[src/rtl/class_argmax_stream.sv]
// Streaming argmax over NUM_CLASS scores per frame, with a one-result hold stage.
// Define ARGMAX_MARGIN_EN to add runner-up (out_second) and margin (out_margin) outputs.
module class_argmax_stream #(
   parameter int DATA_W     = 16,
   parameter int NUM_CLASS  = 10,
   parameter int IDX_W      = 4,
   parameter int SIGNED_CMP = 1
) (
   input  logic              clk,
   input  logic              rst_n,
   input  logic              clr,
   input  logic              in_valid,
   output logic              in_ready,
   input  logic [DATA_W-1:0] in_data,
   input  logic              in_last,
   output logic              out_valid,
   input  logic              out_ready,
   output logic [DATA_W-1:0] out_value,
   output logic [IDX_W-1:0]  out_index,
   output logic              out_err
`ifdef ARGMAX_MARGIN_EN
   ,
   output logic [DATA_W-1:0] out_second,
   output logic [DATA_W:0]   out_margin
`endif
);

   typedef enum logic {ACC = 1'b0, HOLD = 1'b1} state_t;

   state_t              state_reg, state_next;
   logic [IDX_W-1:0]    cnt_reg;
   logic [DATA_W-1:0]   max_reg;
   logic [IDX_W-1:0]    idx_reg;
   logic                err_reg;

   logic                accept;
   logic                first_beat;
   logic                last_count;
   logic                frame_end;

   function automatic logic greater(input logic [DATA_W-1:0] a, input logic [DATA_W-1:0] b);
      if (SIGNED_CMP != 0)
         return $signed(a) > $signed(b);
      else
         return a > b;
   endfunction

   assign accept     = in_valid & in_ready;
   assign first_beat = (cnt_reg == '0);
   assign last_count = (cnt_reg == IDX_W'(NUM_CLASS - 1));
   assign frame_end  = accept & (in_last | last_count);

   always_ff @(posedge clk or negedge rst_n) begin
      if (!rst_n)
         state_reg <= ACC;
      else
         state_reg <= state_next;
   end

   always_comb begin
      state_next = state_reg;
      if (clr) begin
         state_next = ACC;
      end else begin
         case (state_reg)
            ACC:     if (frame_end) state_next = HOLD;
            HOLD:    if (out_ready) state_next = ACC;
            default: state_next = ACC;
         endcase
      end
   end

   always_comb begin
      in_ready  = (state_reg == ACC);
      out_valid = (state_reg == HOLD);
   end

   // Running max doubles as the result register: it is frozen while in HOLD.
   always_ff @(posedge clk or negedge rst_n) begin
      if (!rst_n) begin
         cnt_reg <= '0;
         max_reg <= '0;
         idx_reg <= '0;
         err_reg <= 1'b0;
      end else if (clr) begin
         cnt_reg <= '0;
      end else if (accept) begin
         cnt_reg <= frame_end ? '0 : cnt_reg + IDX_W'(1);
         if (first_beat || greater(in_data, max_reg)) begin
            max_reg <= in_data;
            idx_reg <= cnt_reg;
         end
         if (frame_end)
            err_reg <= in_last ^ last_count;
      end
   end

   assign out_value = max_reg;
   assign out_index = idx_reg;
   assign out_err   = err_reg;

`ifdef ARGMAX_MARGIN_EN
   logic [DATA_W-1:0] second_reg;
   logic              sec_valid_reg;
   logic [DATA_W:0]   max_ext;
   logic [DATA_W:0]   sec_ext;

   // A one-beat frame reports its only score as runner-up too, giving margin 0.
   always_ff @(posedge clk or negedge rst_n) begin
      if (!rst_n) begin
         second_reg    <= '0;
         sec_valid_reg <= 1'b0;
      end else if (!clr && accept) begin
         if (first_beat) begin
            second_reg    <= in_data;
            sec_valid_reg <= 1'b0;
         end else if (greater(in_data, max_reg)) begin
            second_reg    <= max_reg;
            sec_valid_reg <= 1'b1;
         end else if (!sec_valid_reg || greater(in_data, second_reg)) begin
            second_reg    <= in_data;
            sec_valid_reg <= 1'b1;
         end
      end
   end

   generate
      if (SIGNED_CMP != 0) begin : g_sext
         assign max_ext = {max_reg[DATA_W-1], max_reg};
         assign sec_ext = {second_reg[DATA_W-1], second_reg};
      end else begin : g_zext
         assign max_ext = {1'b0, max_reg};
         assign sec_ext = {1'b0, second_reg};
      end
   endgenerate

   assign out_second = second_reg;
   assign out_margin = max_ext - sec_ext;
`endif

endmodule

[config.mk]
export PLATFORM = sky130hd
export DESIGN_NAME = class_argmax_stream
export DESIGN_NICKNAME = d
export VERILOG_FILES = /design/src/rtl/class_argmax_stream.sv
export SDC_FILE = /design/constraint.sdc
export NUM_CORES = 1
export LEC_CHECK = 0
export BUFFER_PORTS_ARGS = -buffer_cell sky130_fd_sc_hd__buf_2
export CORE_MARGIN = 5
export CORE_UTILIZATION = 46
export DETAILED_ROUTE_END_ITERATION = 6
export PLACE_DENSITY = 0.75
export SYNTH_ARGS = -nofsm -noshare
export SYNTH_HDL_FRONTEND = slang
export SYNTH_SLANG_ARGS = --single-unit
[constraint.sdc]
create_clock -name clk -period 2.1 [get_ports clk]
set_input_delay 0.42 -clock clk [delete_from_list [all_inputs] [get_ports clk]]
set_output_delay 0.42 -clock clk [all_outputs]
set_load 0.02 [all_outputs]
== Yosys cells after proc, flatten, opt, wreduce, memory -nomap -nowiden ==
Index checks and enable logic that the tools add are counted.
Storage, ports and cells
  word-level logic and storage cells: 28
  bits of input ports: 22
  flip-flop bits (word level): 26
  output and inout port bits: 23
Operators by class
  multiplexer cells: 9
  bitwise logic cells: 6
  equality and inequality tests: 1
  order comparisons: 1
  reduce and logical (&&, ||, !) cells: 5
  $add $sub $neg: 1
Operators with widths (count)
  16-bit > comparator: 1
  4-bit two-way mux: 3
  3-bit AND reduction: 2
  1-bit two-way mux: 5
  4-bit by 1-bit adder with 4-bit output, second input constant: 1
  4-bit equality test, second input constant: 1
  4-bit zero test: 1
  1-bit AND: 2
  1-bit inverter: 2
  1-bit one-hot mux with 2 select lines: 1
  2-bit nonzero test: 1
  1-bit logical OR: 1
  1-bit bitwise OR: 1
  1-bit bitwise XOR: 1

== Longest topological paths before layout ==
Gate-level depths: netlist of the first run.
  word-level depth: 6
  mapped depth: 10
  mapped depth without buffers: 8

== Worst setup path before layout of the first run ==
OpenSTA, ideal clock, no wires.
  path kind: flip-flop to flip-flop
  start: register max_reg[15] (netlist: out_value[15])
  end: register idx_reg[1] (netlist: out_index[1])
  clock period less this slack: 2.535 ns
  cell stages (with the launch flop): 11
  data arrival time: 2.410 ns
  required time: 1.975 ns
  path slack: -0.435 ns
  library setup time: 0.125 ns
  buffers on the path: 2
  cells stage by stage: dfrtp_1 inv_1 ha_1 nand4_2 nor2_1 or4_1 a31o_2 and2_4 buf_6 buf_12 mux2_4
Between the ends
  cells in the longest elaborated chain, start to end: 5
RTL lines
  from (decl): RTL line 32  | logic [DATA_W-1:0] max_reg;
  from (signal assigned): RTL line 90  | max_reg <= in_data;
  16-bit > comparator: RTL line 43  | return $signed(a) > $signed(b);
  1-bit two-way mux: RTL line 87  | end else if (accept) begin
  1-bit two-way mux: RTL line 85  | end else if (clr) begin
  1-bit logical OR: RTL line 89  | if (first_beat || greater(in_data, max_reg)) begin
  3-bit AND reduction (no line)
  to (signal assigned): RTL line 91  | idx_reg <= cnt_reg;
  to (decl): RTL line 33  | logic [IDX_W-1:0] idx_reg;
No other way between the ends. The select of a mux whose other input is x is not followed.
A chain may end at the register's enable or synchronous reset.

== Worst setup path in the final report of the first run ==
  start: register max_reg[6] (netlist: out_value[6])
  end: register idx_reg[0] (netlist: out_index[0])
The elaborated chain is that of the path after synthesis.

==> reports/summary.json, run 1 <==
{
  "synth_fp_nets": 188,
  "layout_min_cycle_time_ns": 2.400,
  "worstPathArrival_ns": 2.63,
  "cts.hold.buffers_added": 0,
  "bufs_on_longest_clock_path": 2,
  "clock_latency_ns": 0.34,
  "viasPerCell": 5.141,
  "syn_avg_cell_area_um2": 10.86,
  "overall_global_routing_usage_pct": 17.72,
  "clock_tree_from_tritoncts": "done",
  "rsz_0062_raised_after_global_routing": "true",
  "largest_register_ffs": 16,
  "synth_top_family_by_area": "multiplexers",
  "timing.final.hold_violations": 0,
  "dpl_worst_slack_ns": -0.4446,
  "crit_path_start_kind": "register",
  "h_tree_lvl_count": 1,
  "number_of_antenna_violations_at_the_first_check_in_global_routing": 0,
  "outcome": "finished, violations left",
  "multiInputGateArea_um2": 1012,
  "clock-skew-final_ns": 0.009462,
  "core-area_um2": 3337,
  "timing.critical_path.to_type": "register",
  "p_leak_nw": 1.146,
  "top_cell_type_by_total_area_after_synthesis": "sky130_fd_sc_hd__dfrtp_1",
  "placementRows": 21,
  "share_of_the_synthesized_area_in_the_top_cell_type_pct": 41.04,
  "setup-violations-final": 18,
  "reg2reg_from": "out_value[6]",
  "post_synth_fa_ha_maj_area_fraction_pct": 15.79,
  "firstDrtPassIters": 4,
  "worst_setup_path_type": "register to register",
  "max_cap_viol_count": 0,
  "final_common_cell": "sky130_fd_sc_hd__buf_2",
  "place_hpwl_mm": 2.837,
  "max_transition_viols_final": 0,
  "synthXorXnorAreaFrac_pct": 0,
  "numCtsBuffers": 3,
  "violations": "setup timing",
  "overflow": 0,
  "max-slew-margin-rel_pct": 60.34,
  "yosys_warnings": 0,
  "grt_start_max_net_pins": 27,
  "fin_nets": 259,
  "cts_root_buffer": "sky130_fd_sc_hd__clkbuf_4",
  "final_antenna_net_count": 0,
  "ys_seq_elements": 26,
  "dr.first_iter.drc_count": 33,
  "most-common-layout-cells": "44 x sky130_fd_sc_hd__buf_2, 21 x sky130_fd_sc_hd__buf_4, 18 x sky130_fd_sc_hd__mux2_4, 17 x sky130_fd_sc_hd__inv_1, 16 x sky130_fd_sc_hd__dfrtp_1",
  "global_route_wire_length_before_repair_mm": 6.320,
  "clock_sink_count": 26,
  "die_area_um2": 4720,
  "required_ns": 2.33,
  "fin_ws_ns": -0.3004,
  "worst_hold_path_type": "primary input to async pin",
  "synth_compound_area_share_pct": 7.972,
  "max_freq_mhz": 416.6,
  "final_min_period_over_clock_period_pct": 114.3,
  "layout.area.seq_um2": 663.1,
  "post_synth_and_or_nand_nor_area_fraction_pct": 11.92,
  "yosysUniqueCellTypes": 26,
  "ys_seq_area_share_pct": 41.04,
  "crit_start": "out_value[6]",
  "place_area_um2": 2037,
  "cellPowerDensity_nw_per_um2": 1075,
  "drc": 0,
  "die_h_um": 68.71,
  "crit_fanout": 10,
  "syn_area_um2": 1585,
  "n_fill_cell": 254,
  "synthCells": 146,
  "route.detailed.wl_per_inst_um": 15.63,
  "globalplace.congestion": 0.7776,
  "clkSlewWorstSetupHoldPaths_ns": 0.15,
  "fp.dieW_um": 68.71,
  "layout_cell_area_excl_fill_um2": 2266,
  "detailroute.via_count": 1347,
  "growth_of_design_area_from_synthesis_to_finish_pct": 42.94,
  "design.portCount": 45,
  "worst_slew_pin_slew_ns": 0.5949,
  "port_buffers": 44,
  "vdd_drop_max_v": 0.0005806,
  "synth_top_cells_by_area": "sky130_fd_sc_hd__dfrtp_1 41%, sky130_fd_sc_hd__ha_1 16%, sky130_fd_sc_hd__mux2_4 9.5%",
  "initial_core_utilization_pct": 47.51,
  "ratio_of_cells_with_drive_above_1_in_the_final_layout_pct": 57.41,
  "drt-total-wl_mm": 4.094,
  "num_antenna_cells": 0,
  "muxShareOfSynthArea_pct": 15.86,
  "via_count_of_the_first_global_routing_pass": 1444
}
## cells in the mapped netlist (all sizes together)
library cell  instances
nand2                 8
buf                   2
a21o                  2
dfrtp                26
o21ai                 3
nand3                 5
o41ai                 1
a31o                  1
a211oi                1
inv                  23
nor3                  3
or4                   2
nand2b                2
nand4                 6
and2                  1
nor2b                 2
o22a                  1
nor2                  7
mux2                 19
o221ai                1
a21oi                 9
o2111ai               1
ha                   20
## kinds of logic after synthesis
logic type / after synthesis
adders and majority gates: 20
buffers and inverters: 25
muxes: 19
and+or+nand+nor: 36
AOI/OAI and AO/OA: 20
DFF: 26
## repair_timing
action                                  CTS  global route
endpoints found under the setup margin   18            18
buffers inserted                          6             2
resized for setup                        11            13
pin swaps                                 2             4
## worst max-delay path, stage by stage, from the launching register on
cell	delay (ns)
sky130_fd_sc_hd__dfrtp_2	0.38
sky130_fd_sc_hd__inv_1	0.04
sky130_fd_sc_hd__ha_1	0.31
sky130_fd_sc_hd__nand4_1	0.15
sky130_fd_sc_hd__buf_4	0.18
sky130_fd_sc_hd__a211oi_4	0.17
sky130_fd_sc_hd__o2111ai_2	0.16
sky130_fd_sc_hd__a31o_4	0.26
sky130_fd_sc_hd__and2_4	0.18
sky130_fd_sc_hd__buf_12	0.15
sky130_fd_sc_hd__mux2_4	0.29
## per-layer routing
layer	part of all wire, %	up-vias	GRT usage [%]
li1	-	652	-
met1	40	649	20.75
met2	53	40	32.06
met3	5.2	6	4.538
met4	1.5	0	4.380
met5	0	-	0
## power by group
part | internal (mW) | total (mW) | switching [mW]
combinational | 0.755 | 1.48 | 0.721
clock | 0.0747 | 0.232 | 0.158
sequential | 0.643 | 0.728 | 0.0846
total | 1.47 | 2.44 | 0.964
## through the flow
stage	util, %	hold slack [ns]	setup TNS (ns)	cells	total power [mW]
detailed placement	61.04	0.4539	-7.302	250	1.913
finish	67.90	0.05893	-5.092	262	2.436
global route	67.90	0.1027	-5.683	262	2.589
CTS	65.50	0.07263	-4.006	260	2.298
global placement	61.04	0.4504	-6.700	250	1.852
floorplan	-	0.1244	-4.781	146	1.485
## final timing paths
path | slack [ns] | endpoint | cells past startpoint
setup / recovery | -0.30 | out_index[0] | 10
hold / removal | 0.06 | out_value[13] | 1
setup reg to reg | -0.30 | out_index[0] | 10
hold reg to reg | 0.53 | out_err | 1
max in group asynchronous | 1.61 | out_value[9] | 1
min in group clk | 0.32 | out_valid | 2
## area by class of cell
class / count / share of cell area [%]
well taps: 46 / 2.540
clock buffers: 4 / 1.160
flip-flops and latches: 26 / 29.27
multi-input cells: 95 / 44.67
inverters: 23 / 3.810
repair buffers: 68 / 18.55
(Power assumes the default switching activity.)
==> run 2, diff against run 1 <==
CORE_ASPECT_RATIO = 1.4   (was unset)
==> run 2 against run 1 <==
The run still ends with setup timing left. Global-route usage is 2.5 points higher. Die area is 0.35% higher. Sequential cell count stayed put. Final cell count is 0.38% higher. Critical path depth stayed put. Routed wire length is 11% higher. Non-clock buffer count is 7 higher. Via count is 3.5% higher. Register-to-register slack worse by 0.05 ns. Fmax is 2.0% lower. Sequential share of layout area is 1.7 points lower. Worst hold slack better by 0.081 ns. Critical endpoint is now out_value[2]. Largest cell class unchanged. Largest power group unchanged.
==> reports/summary.json, run 2 (synthesis results as in run 1) <==
{
  "met3_usage": {"value": 3.722, "unit": "%", "change": "was 4.538%"},
  "growth_of_design_area_from_synthesis_to_finish": {"value": 51.93, "unit": "%", "change": "was 42.94%"},
  "most-common-layout-cells": {"value": "44 x sky130_fd_sc_hd__buf_2, 26 x sky130_fd_sc_hd__buf_4, 18 x sky130_fd_sc_hd__mux2_4, 16 x sky130_fd_sc_hd__inv_1, 16 x sky130_fd_sc_hd__dfrtp_1", "change": "was 44 x sky130_fd_sc_hd__buf_2, 21 x sky130_fd_sc_hd__buf_4, 18 x sky130_fd_sc_hd__mux2_4, 17 x sky130_fd_sc_hd__inv_1, 16 x sky130_fd_sc_hd__dfrtp_1"},
  "core-area": {"value": 3347, "unit": "um^2", "change": "was 3337 um^2"},
  "worst_slew_pin_slew": {"value": 0.6018, "unit": "ns", "change": "was 0.5949 ns"},
  "largest_register_ffs": {"value": 16, "change": "unchanged"},
  "fp.dieW": {"value": 59.62, "unit": "um", "change": "was 68.71 um"},
  "timing.critical_path.to_type": {"value": "register", "change": "unchanged"},
  "met1_usage": {"value": 22.03, "unit": "%", "change": "was 20.75%"},
  "placementRows": {"value": 25, "change": "was 21"},
  "num_antenna_cells": {"value": 0, "change": "unchanged"},
  "final_min_period_over_clock_period": {"value": 116.6, "unit": "%", "change": "was 114.3%"},
  "global_route_wire_length_before_repair": {"value": 7.348, "unit": "mm", "change": "was 6.320 mm"},
  "clkSlewWorstSetupHoldPaths": {"value": 0.09, "unit": "ns", "change": "was 0.15 ns"},
  "max_cap_viol_count": {"value": 0, "change": "unchanged"},
  "final_common_cell": {"value": "sky130_fd_sc_hd__buf_2", "change": "unchanged"},
  "worst_r2r_path_depth": {"value": 10, "change": "unchanged"},
  "clock_sink_count": {"value": 26, "change": "unchanged"},
  "place_area": {"value": 2110, "unit": "um^2", "change": "was 2037 um^2"},
  "p_leak": {"value": 1.215, "unit": "nW", "change": "was 1.146 nW"},
  "fin_ws": {"value": -0.3491, "unit": "ns", "change": "was -0.3004 ns"},
  "max_transition_viols_final": {"value": 0, "change": "unchanged"},
  "violations": {"value": "setup timing", "change": "unchanged"},
  "drt-total-wl": {"value": 4.526, "unit": "mm", "change": "was 4.094 mm"},
  "timing.final.hold_violations": {"value": 0, "change": "unchanged"},
  "layout_min_cycle_time": {"value": 2.449, "unit": "ns", "change": "was 2.400 ns"},
  "rsz_0062_raised_after_global_routing": {"value": "true", "change": "unchanged"},
  "worst_hold_path_type": {"value": "primary input to async pin", "change": "unchanged"},
  "design.portCount": {"value": 45, "change": "unchanged"},
  "cellPowerDensity": {"value": 1127, "unit": "nW/um^2", "change": "was 1075 nW/um^2"},
  "initial_core_utilization": {"value": 47.36, "unit": "%", "change": "was 47.51%"},
  "layout_cell_area_excl_fill": {"value": 2409, "unit": "um^2", "change": "was 2266 um^2"},
  "required": {"value": 2.27, "unit": "ns", "change": "was 2.33 ns"},
  "fin_nets": {"value": 266, "change": "was 259"},
  "grt_start_max_net_pins": {"value": 27, "change": "unchanged"},
  "n_fill_cell": {"value": 215, "change": "was 254"},
  "worstPathArrival": {"value": 2.62, "unit": "ns", "change": "was 2.63 ns"},
  "bufs_on_longest_clock_path": {"value": 2, "change": "unchanged"},
  "layout.area.seq": {"value": 663.1, "unit": "um^2", "change": "unchanged"},
  "place_hpwl": {"value": 3.088, "unit": "mm", "change": "was 2.837 mm"},
  "ratio_of_cells_with_drive_above_1_in_the_final_layout": {"value": 61.88, "unit": "%", "change": "was 57.41%"},
  "die_h": {"value": 79.46, "unit": "um", "change": "was 68.71 um"},
  "clock_tree_from_tritoncts": {"value": "done", "change": "unchanged"},
  "drc": {"value": 0, "change": "unchanged"},
  "dr.first_iter.drc_count": {"value": 25, "change": "was 33"},
  "via_count_of_the_first_global_routing_pass": {"value": 1528, "change": "was 1444"},
  "worst_setup_path_type": {"value": "register to register", "change": "unchanged"},
  "overflow": {"value": 0, "change": "unchanged"},
  "viasPerCell": {"value": 5.300, "change": "was 5.141"},
  "port_buffers": {"value": 44, "change": "unchanged"},
  "route.detailed.wl_per_inst": {"value": 17.21, "unit": "um", "change": "was 15.63 um"},
  "final_antenna_net_count": {"value": 0, "change": "unchanged"},
  "setup_tns": {"value": -6.012, "unit": "ns", "change": "was -5.092 ns"},
  "firstDrtPassIters": {"value": 4, "change": "unchanged"},
  "setup-violations-final": {"value": 19, "change": "was 18"},
  "vdd_drop_max": {"value": 0.0006725, "unit": "V", "change": "was 0.0005806 V"},
  "globalplace.congestion": {"value": 0.9283, "change": "was 0.7776"},
  "clock-skew-final": {"value": 0.002764, "unit": "ns", "change": "was 0.009462 ns"},
  "detailroute.via_count": {"value": 1394, "change": "was 1347"},
  "numCtsBuffers": {"value": 3, "change": "unchanged"},
  "max-slew-margin-rel": {"value": 59.88, "unit": "%", "change": "was 60.34%"},
  "die_area": {"value": 4737, "unit": "um^2", "change": "was 4720 um^2"},
  "layer_with_the_highest_usage_after_global_routing": {"value": "met2", "change": "unchanged"},
  "cts_root_buffer": {"value": "sky130_fd_sc_hd__clkbuf_8", "change": "was sky130_fd_sc_hd__clkbuf_4"},
  "number_of_antenna_violations_at_the_first_check_in_global_routing": {"value": 0, "change": "unchanged"},
  "core_util_final": {"value": 71.96, "unit": "%", "change": "was 67.90%"},
  "clock_latency": {"value": 0.28, "unit": "ns", "change": "was 0.34 ns"},
  "crit_path_start_kind": {"value": "register", "change": "unchanged"},
  "h_tree_lvl_count": {"value": 1, "change": "unchanged"},
  "outcome": {"value": "finished, violations left", "change": "unchanged"},
  "crit_fanout": {"value": 5, "change": "was 10"},
  "overall_global_routing_usage": {"value": 20.23, "unit": "%", "change": "was 17.72%"},
  "multiInputGateArea": {"value": 1037, "unit": "um^2", "change": "was 1012 um^2"},
  "max_freq": {"value": 408.3, "unit": "MHz", "change": "was 416.6 MHz"},
  "met2_usage": {"value": 37.42, "unit": "%", "change": "was 32.06%"}
}
-- run 2: worst max-delay path, stage by stage, from the launching register on --
cell	delay, ns
sky130_fd_sc_hd__dfrtp_2	0.39
sky130_fd_sc_hd__inv_2	0.05
sky130_fd_sc_hd__ha_4	0.27
sky130_fd_sc_hd__nand4_4	0.12
sky130_fd_sc_hd__nor3_1	0.36
sky130_fd_sc_hd__buf_4	0.19
sky130_fd_sc_hd__o41ai_4	0.08
sky130_fd_sc_hd__a31o_4	0.23
sky130_fd_sc_hd__and2_4	0.20
sky130_fd_sc_hd__buf_8	0.15
sky130_fd_sc_hd__mux2_4	0.30
-- run 2: worst paths after layout --
kind / startpoint / end / slack [ns]
setup / recovery: out_value[14] / out_value[2] / -0.35
min in group clk: clr / cnt_reg[1] / 0.38
hold / removal: rst_n / out_value[8] / 0.14
setup reg to reg: out_value[14] / out_value[2] / -0.35
max in group asynchronous: rst_n / out_value[12] / 1.54
hold reg to reg: out_index[0] / out_index[0] / 0.52
-- run 2: per-stage QoR --
| stage | worst slack (ns) | hold WS (ns) | cells | power (mW) |
|---|---|---|---|---|
| 4_1_cts | -0.2686 | 0.1513 | 261 | 2.649 |
| 5_1_grt | -0.4362 | 0.1761 | 263 | 2.878 |
| 6_report | -0.3491 | 0.1399 | 263 | 2.714 |
| 2_1_floorplan | -0.3267 | 0.1244 | 146 | 1.485 |
| 3_3_place_gp | -0.3916 | 0.4473 | 253 | 1.937 |
| 3_5_place_dp | -0.4442 | 0.4578 | 253 | 1.985 |
-- run 2: routing by layer --
layer | vias to the layer above | part of all wire [%]
met2 | 42 | 55
met5 | - | 0
met4 | 0 | 2.4
li1 | 665 | -
met3 | 13 | 4.4
met1 | 674 | 38
-- run 2: area by class of cell --
cell class	count	area share, %
flip-flops and latches	26	27.53
inverters	23	3.584
clock inverters	1	1.247
well taps	40	2.078
repair buffers	75	20.78
multi-input cells	95	43.06
clock buffers	3	1.714
-- run 2: where the power goes --
group,switching (mW),internal [mW]
Clock,0.170,0.255
Combinational,0.730,0.825
Sequential,0.0895,0.644
Total,0.990,1.72
-- run 2: repair_timing --
action,4_1_cts,5_1_grt
gates cloned,1,0
resized for setup,24,9
endpoints found under the setup margin,18,20
buffers inserted,3,2
pin swaps,10,5
hold buffers,0,0
==> run 3, diff against run 2 <==
SETUP_SLACK_MARGIN = 0.3   (was unset)
==> run 3 against run 2 <==
The run still ends with setup timing left. Combinational power grew 5%. Global-route usage rose by 0.49 points. Final cell count rose by 1.9%. Fmax fell by 0.30%. Sequential share of layout area decreased by 0.72 points. Count of clock-buffer cells in the layout unchanged. Highest routed layer unchanged. Critical path depth stayed put.
==> reports/summary.json, run 3 (synthesis results as in run 1) <==
{
  "required": {"value": 2.28, "unit": "ns", "change": "was 2.27 ns"},
  "layout_cell_area_excl_fill": {"value": 2474, "unit": "um^2", "change": "was 2409 um^2"},
  "place_area": {"value": 2110, "unit": "um^2", "change": "unchanged"},
  "worst_hold_path_type": {"value": "primary input to async pin", "change": "unchanged"},
  "vdd_drop_max": {"value": 0.0006875, "unit": "V", "change": "was 0.0006725 V"},
  "overflow": {"value": 0, "change": "unchanged"},
  "rsz_0062_raised_after_global_routing": {"value": "true", "change": "unchanged"},
  "clock_tree_from_tritoncts": {"value": "done", "change": "unchanged"},
  "cp_top_delay_family": {"value": "compound AO/OA/AOI/OAI gates", "change": "was simple AND/OR/NAND/NOR gates"},
  "via_count_of_the_first_global_routing_pass": {"value": 1530, "change": "was 1528"},
  "worst_setup_path_type": {"value": "register to register", "change": "unchanged"},
  "num_antenna_cells": {"value": 0, "change": "unchanged"},
  "p_leak": {"value": 1.239, "unit": "nW", "change": "was 1.215 nW"},
  "cts.hold.buffers_added": {"value": 0, "change": "unchanged"},
  "fp.dieW": {"value": 59.62, "unit": "um", "change": "unchanged"},
  "core_util_final": {"value": 73.91, "unit": "%", "change": "was 71.96%"},
  "initial_core_utilization": {"value": 47.36, "unit": "%", "change": "unchanged"},
  "rrSetupSlack": {"value": -0.36, "unit": "ns", "change": "was -0.35 ns"},
  "timing.final.hold_violations": {"value": 0, "change": "unchanged"},
  "grt_start_max_net_pins": {"value": 27, "change": "unchanged"},
  "crit_fanout": {"value": 5, "change": "unchanged"},
  "globalplace.congestion": {"value": 0.9283, "change": "unchanged"},
  "final_antenna_net_count": {"value": 0, "change": "unchanged"},
  "viasPerCell": {"value": 5.272, "change": "was 5.300"},
  "final_min_period_over_clock_period": {"value": 117.0, "unit": "%", "change": "was 116.6%"},
  "crit_path_start_kind": {"value": "register", "change": "unchanged"},
  "finalPower": {"value": 2.808, "unit": "mW", "change": "was 2.714 mW"},
  "drc": {"value": 0, "change": "unchanged"},
  "place_hpwl": {"value": 3.088, "unit": "mm", "change": "unchanged"},
  "drt-total-wl": {"value": 4.839, "unit": "mm", "change": "was 4.526 mm"},
  "firstDrtPassIters": {"value": 4, "change": "unchanged"},
  "cp.buffers_inverters": {"value": 3, "change": "unchanged"},
  "cts_root_buffer": {"value": "sky130_fd_sc_hd__clkbuf_8", "change": "unchanged"},
  "worst_slew_pin_slew": {"value": 0.6166, "unit": "ns", "change": "was 0.6018 ns"},
  "core-area": {"value": 3347, "unit": "um^2", "change": "unchanged"},
  "clock_sink_count": {"value": 26, "change": "unchanged"},
  "route.detailed.wl_per_inst": {"value": 18.06, "unit": "um", "change": "was 17.21 um"},
  "most-common-layout-cells": {"value": "44 x sky130_fd_sc_hd__buf_2, 28 x sky130_fd_sc_hd__buf_4, 18 x sky130_fd_sc_hd__mux2_4, 16 x sky130_fd_sc_hd__dfrtp_1, 15 x sky130_fd_sc_hd__inv_1", "change": "was 44 x sky130_fd_sc_hd__buf_2, 26 x sky130_fd_sc_hd__buf_4, 18 x sky130_fd_sc_hd__mux2_4, 16 x sky130_fd_sc_hd__inv_1, 16 x sky130_fd_sc_hd__dfrtp_1"},
  "clock_latency": {"value": 0.28, "unit": "ns", "change": "about the same"},
  "fin_ws": {"value": -0.3565, "unit": "ns", "change": "was -0.3491 ns"},
  "growth_of_design_area_from_synthesis_to_finish": {"value": 56.04, "unit": "%", "change": "was 51.93%"},
  "final_common_cell": {"value": "sky130_fd_sc_hd__buf_2", "change": "unchanged"},
  "worstReg2RegEnd": {"value": "out_value[2]", "change": "unchanged"},
  "max_cap_viol_count": {"value": 0, "change": "unchanged"},
  "overall_global_routing_usage": {"value": 20.72, "unit": "%", "change": "was 20.23%"},
  "design.portCount": {"value": 45, "change": "unchanged"},
  "layout_min_cycle_time": {"value": 2.456, "unit": "ns", "change": "was 2.449 ns"},
  "worst_r2r_path_depth": {"value": 10, "change": "unchanged"},
  "critical_path.cell_chain": {"value": "inv_2 -> ha_4 -> buf_4 -> a21oi_1 -> o221ai_2 -> o2111ai_2 -> a31o_4 -> and2_4 -> buf_6 -> mux2_4", "change": "was inv_2 -> ha_4 -> nand4_4 -> nor3_1 -> buf_4 -> o41ai_4 -> a31o_4 -> and2_4 -> buf_8 -> mux2_4"},
  "global_route_wire_length_before_repair": {"value": 7.389, "unit": "mm", "change": "was 7.348 mm"},
  "die_h": {"value": 79.46, "unit": "um", "change": "unchanged"},
  "h_tree_lvl_count": {"value": 1, "change": "unchanged"},
  "detailroute.via_count": {"value": 1413, "change": "was 1394"},
  "fin_nets": {"value": 271, "change": "was 266"},
  "slowest_stage": {"value": "sky130_fd_sc_hd__dfrtp_2", "change": "unchanged"},
  "max_freq": {"value": 407.1, "unit": "MHz", "change": "was 408.3 MHz"},
  "setup-violations-final": {"value": 20, "change": "was 19"},
  "die_area": {"value": 4737, "unit": "um^2", "change": "unchanged"},
  "timing.critical_path.to_type": {"value": "register", "change": "unchanged"},
  "max-slew-margin-rel": {"value": 58.89, "unit": "%", "change": "was 59.88%"},
  "number_of_antenna_violations_at_the_first_check_in_global_routing": {"value": 0, "change": "unchanged"},
  "setup_tns": {"value": -6.245, "unit": "ns", "change": "was -6.012 ns"},
  "port_buffers": {"value": 44, "change": "unchanged"},
  "dr.first_iter.drc_count": {"value": 53, "change": "was 25"},
  "outcome": {"value": "finished, violations left", "change": "unchanged"},
  "ratio_of_cells_with_drive_above_1_in_the_final_layout": {"value": 64.47, "unit": "%", "change": "was 61.88%"},
  "clock-skew-final": {"value": 0.002348, "unit": "ns", "change": "was 0.002764 ns"},
  "worst_path_largest_cell_delay": {"value": 0.43, "unit": "ns", "change": "was 0.39 ns"},
  "bufs_on_longest_clock_path": {"value": 2, "change": "unchanged"},
  "placementRows": {"value": 25, "change": "unchanged"},
  "max_transition_viols_final": {"value": 0, "change": "unchanged"},
  "numCtsBuffers": {"value": 3, "change": "unchanged"},
  "clkSlewWorstSetupHoldPaths": {"value": 0.10, "unit": "ns", "change": "was 0.09 ns"},
  "largest_register_ffs": {"value": 16, "change": "unchanged"},
  "reg2reg_from": {"value": "out_value[7]", "change": "was out_value[14]"},
  "cellPowerDensity": {"value": 1135, "unit": "nW/um^2", "change": "was 1127 nW/um^2"},
  "worstPathArrival": {"value": 2.63, "unit": "ns", "change": "was 2.62 ns"},
  "violations": {"value": "setup timing", "change": "unchanged"}
}
## run 3: cell types whose count changed in the layout (fill, tap and decap cells not counted), sizes merged
cell  before  now
buf       75   80
## run 3: layout make-up
| class | count | area (um^2) |
|---|---|---|
| tap | 40 | 50.05 |
| fill | 200 | 873.3 |
| sequential | 26 | 663.1 |
| clock inverter | 1 | 30.03 |
| clock buffer | 3 | 41.29 |
| multi-input combinational | 95 | 1057 |
| inverter | 23 | 86.33 |
| timing repair buffer | 80 | 545.5 |
## run 3: power by group
| part | total (mW) | internal (mW) | switching (mW) |
|---|---|---|---|
| Clock | 0.438 | 0.256 | 0.182 |
| Sequential | 0.736 | 0.644 | 0.0922 |
| Combinational | 1.63 | 0.870 | 0.763 |
## run 3: worst max-delay path by stage
stage,start,to,slack [ns],depth (start not counted)
2_1_floorplan,out_value[12],out_value[15],-0.33,10
3_3_place_gp,in_data[7],out_value[0],-0.39,10
3_5_place_dp,in_data[7],out_value[2],-0.44,10
4_1_cts,out_value[7],out_value[2],-0.27,10
5_1_grt,out_value[4],out_value[1],-0.41,10
6_report,out_value[7],out_value[2],-0.36,10
## run 3: through the flow
step,setup slack (ns),std cells,hold WS (ns)
5_1_grt,-0.4119,268,0.1773
3_5_place_dp,-0.4442,253,0.4578
4_1_cts,-0.2680,263,0.1513
6_report,-0.3565,268,0.1382
3_3_place_gp,-0.3916,253,0.4473
2_1_floorplan,-0.3267,146,0.1244
## run 3: per-layer routing
metal / vias to the layer above / global-route usage [%] / wire length, um
met5: - / 0 / 0
met4: 0 / 9.091 / 163
met3: 17 / 4.854 / 242
met2: 50 / 36.87 / 2587
met1: 675 / 22.64 / 1845
li1: 671 / - / -
## run 3: worst reg2reg max path, stage by stage, from the launching register on
cell and delay, ns:
sky130_fd_sc_hd__dfrtp_2 0.43, sky130_fd_sc_hd__inv_2 0.08, sky130_fd_sc_hd__ha_4 0.20, sky130_fd_sc_hd__buf_4 0.13, sky130_fd_sc_hd__a21oi_1 0.22, sky130_fd_sc_hd__o221ai_2 0.15, sky130_fd_sc_hd__o2111ai_2 0.26, sky130_fd_sc_hd__a31o_4 0.19
sky130_fd_sc_hd__and2_4 0.22, sky130_fd_sc_hd__buf_6 0.17, sky130_fd_sc_hd__mux2_4 0.31
## run 3: repair_timing
action / CTS / global route
gates cloned: 1 / 0
setup buffers: 5 / 5
endpoints found under the setup margin: 20 / 22
pin swaps: 10 / 5
hold endpoints to repair: 0 / 0
resized for setup: 29 / 10
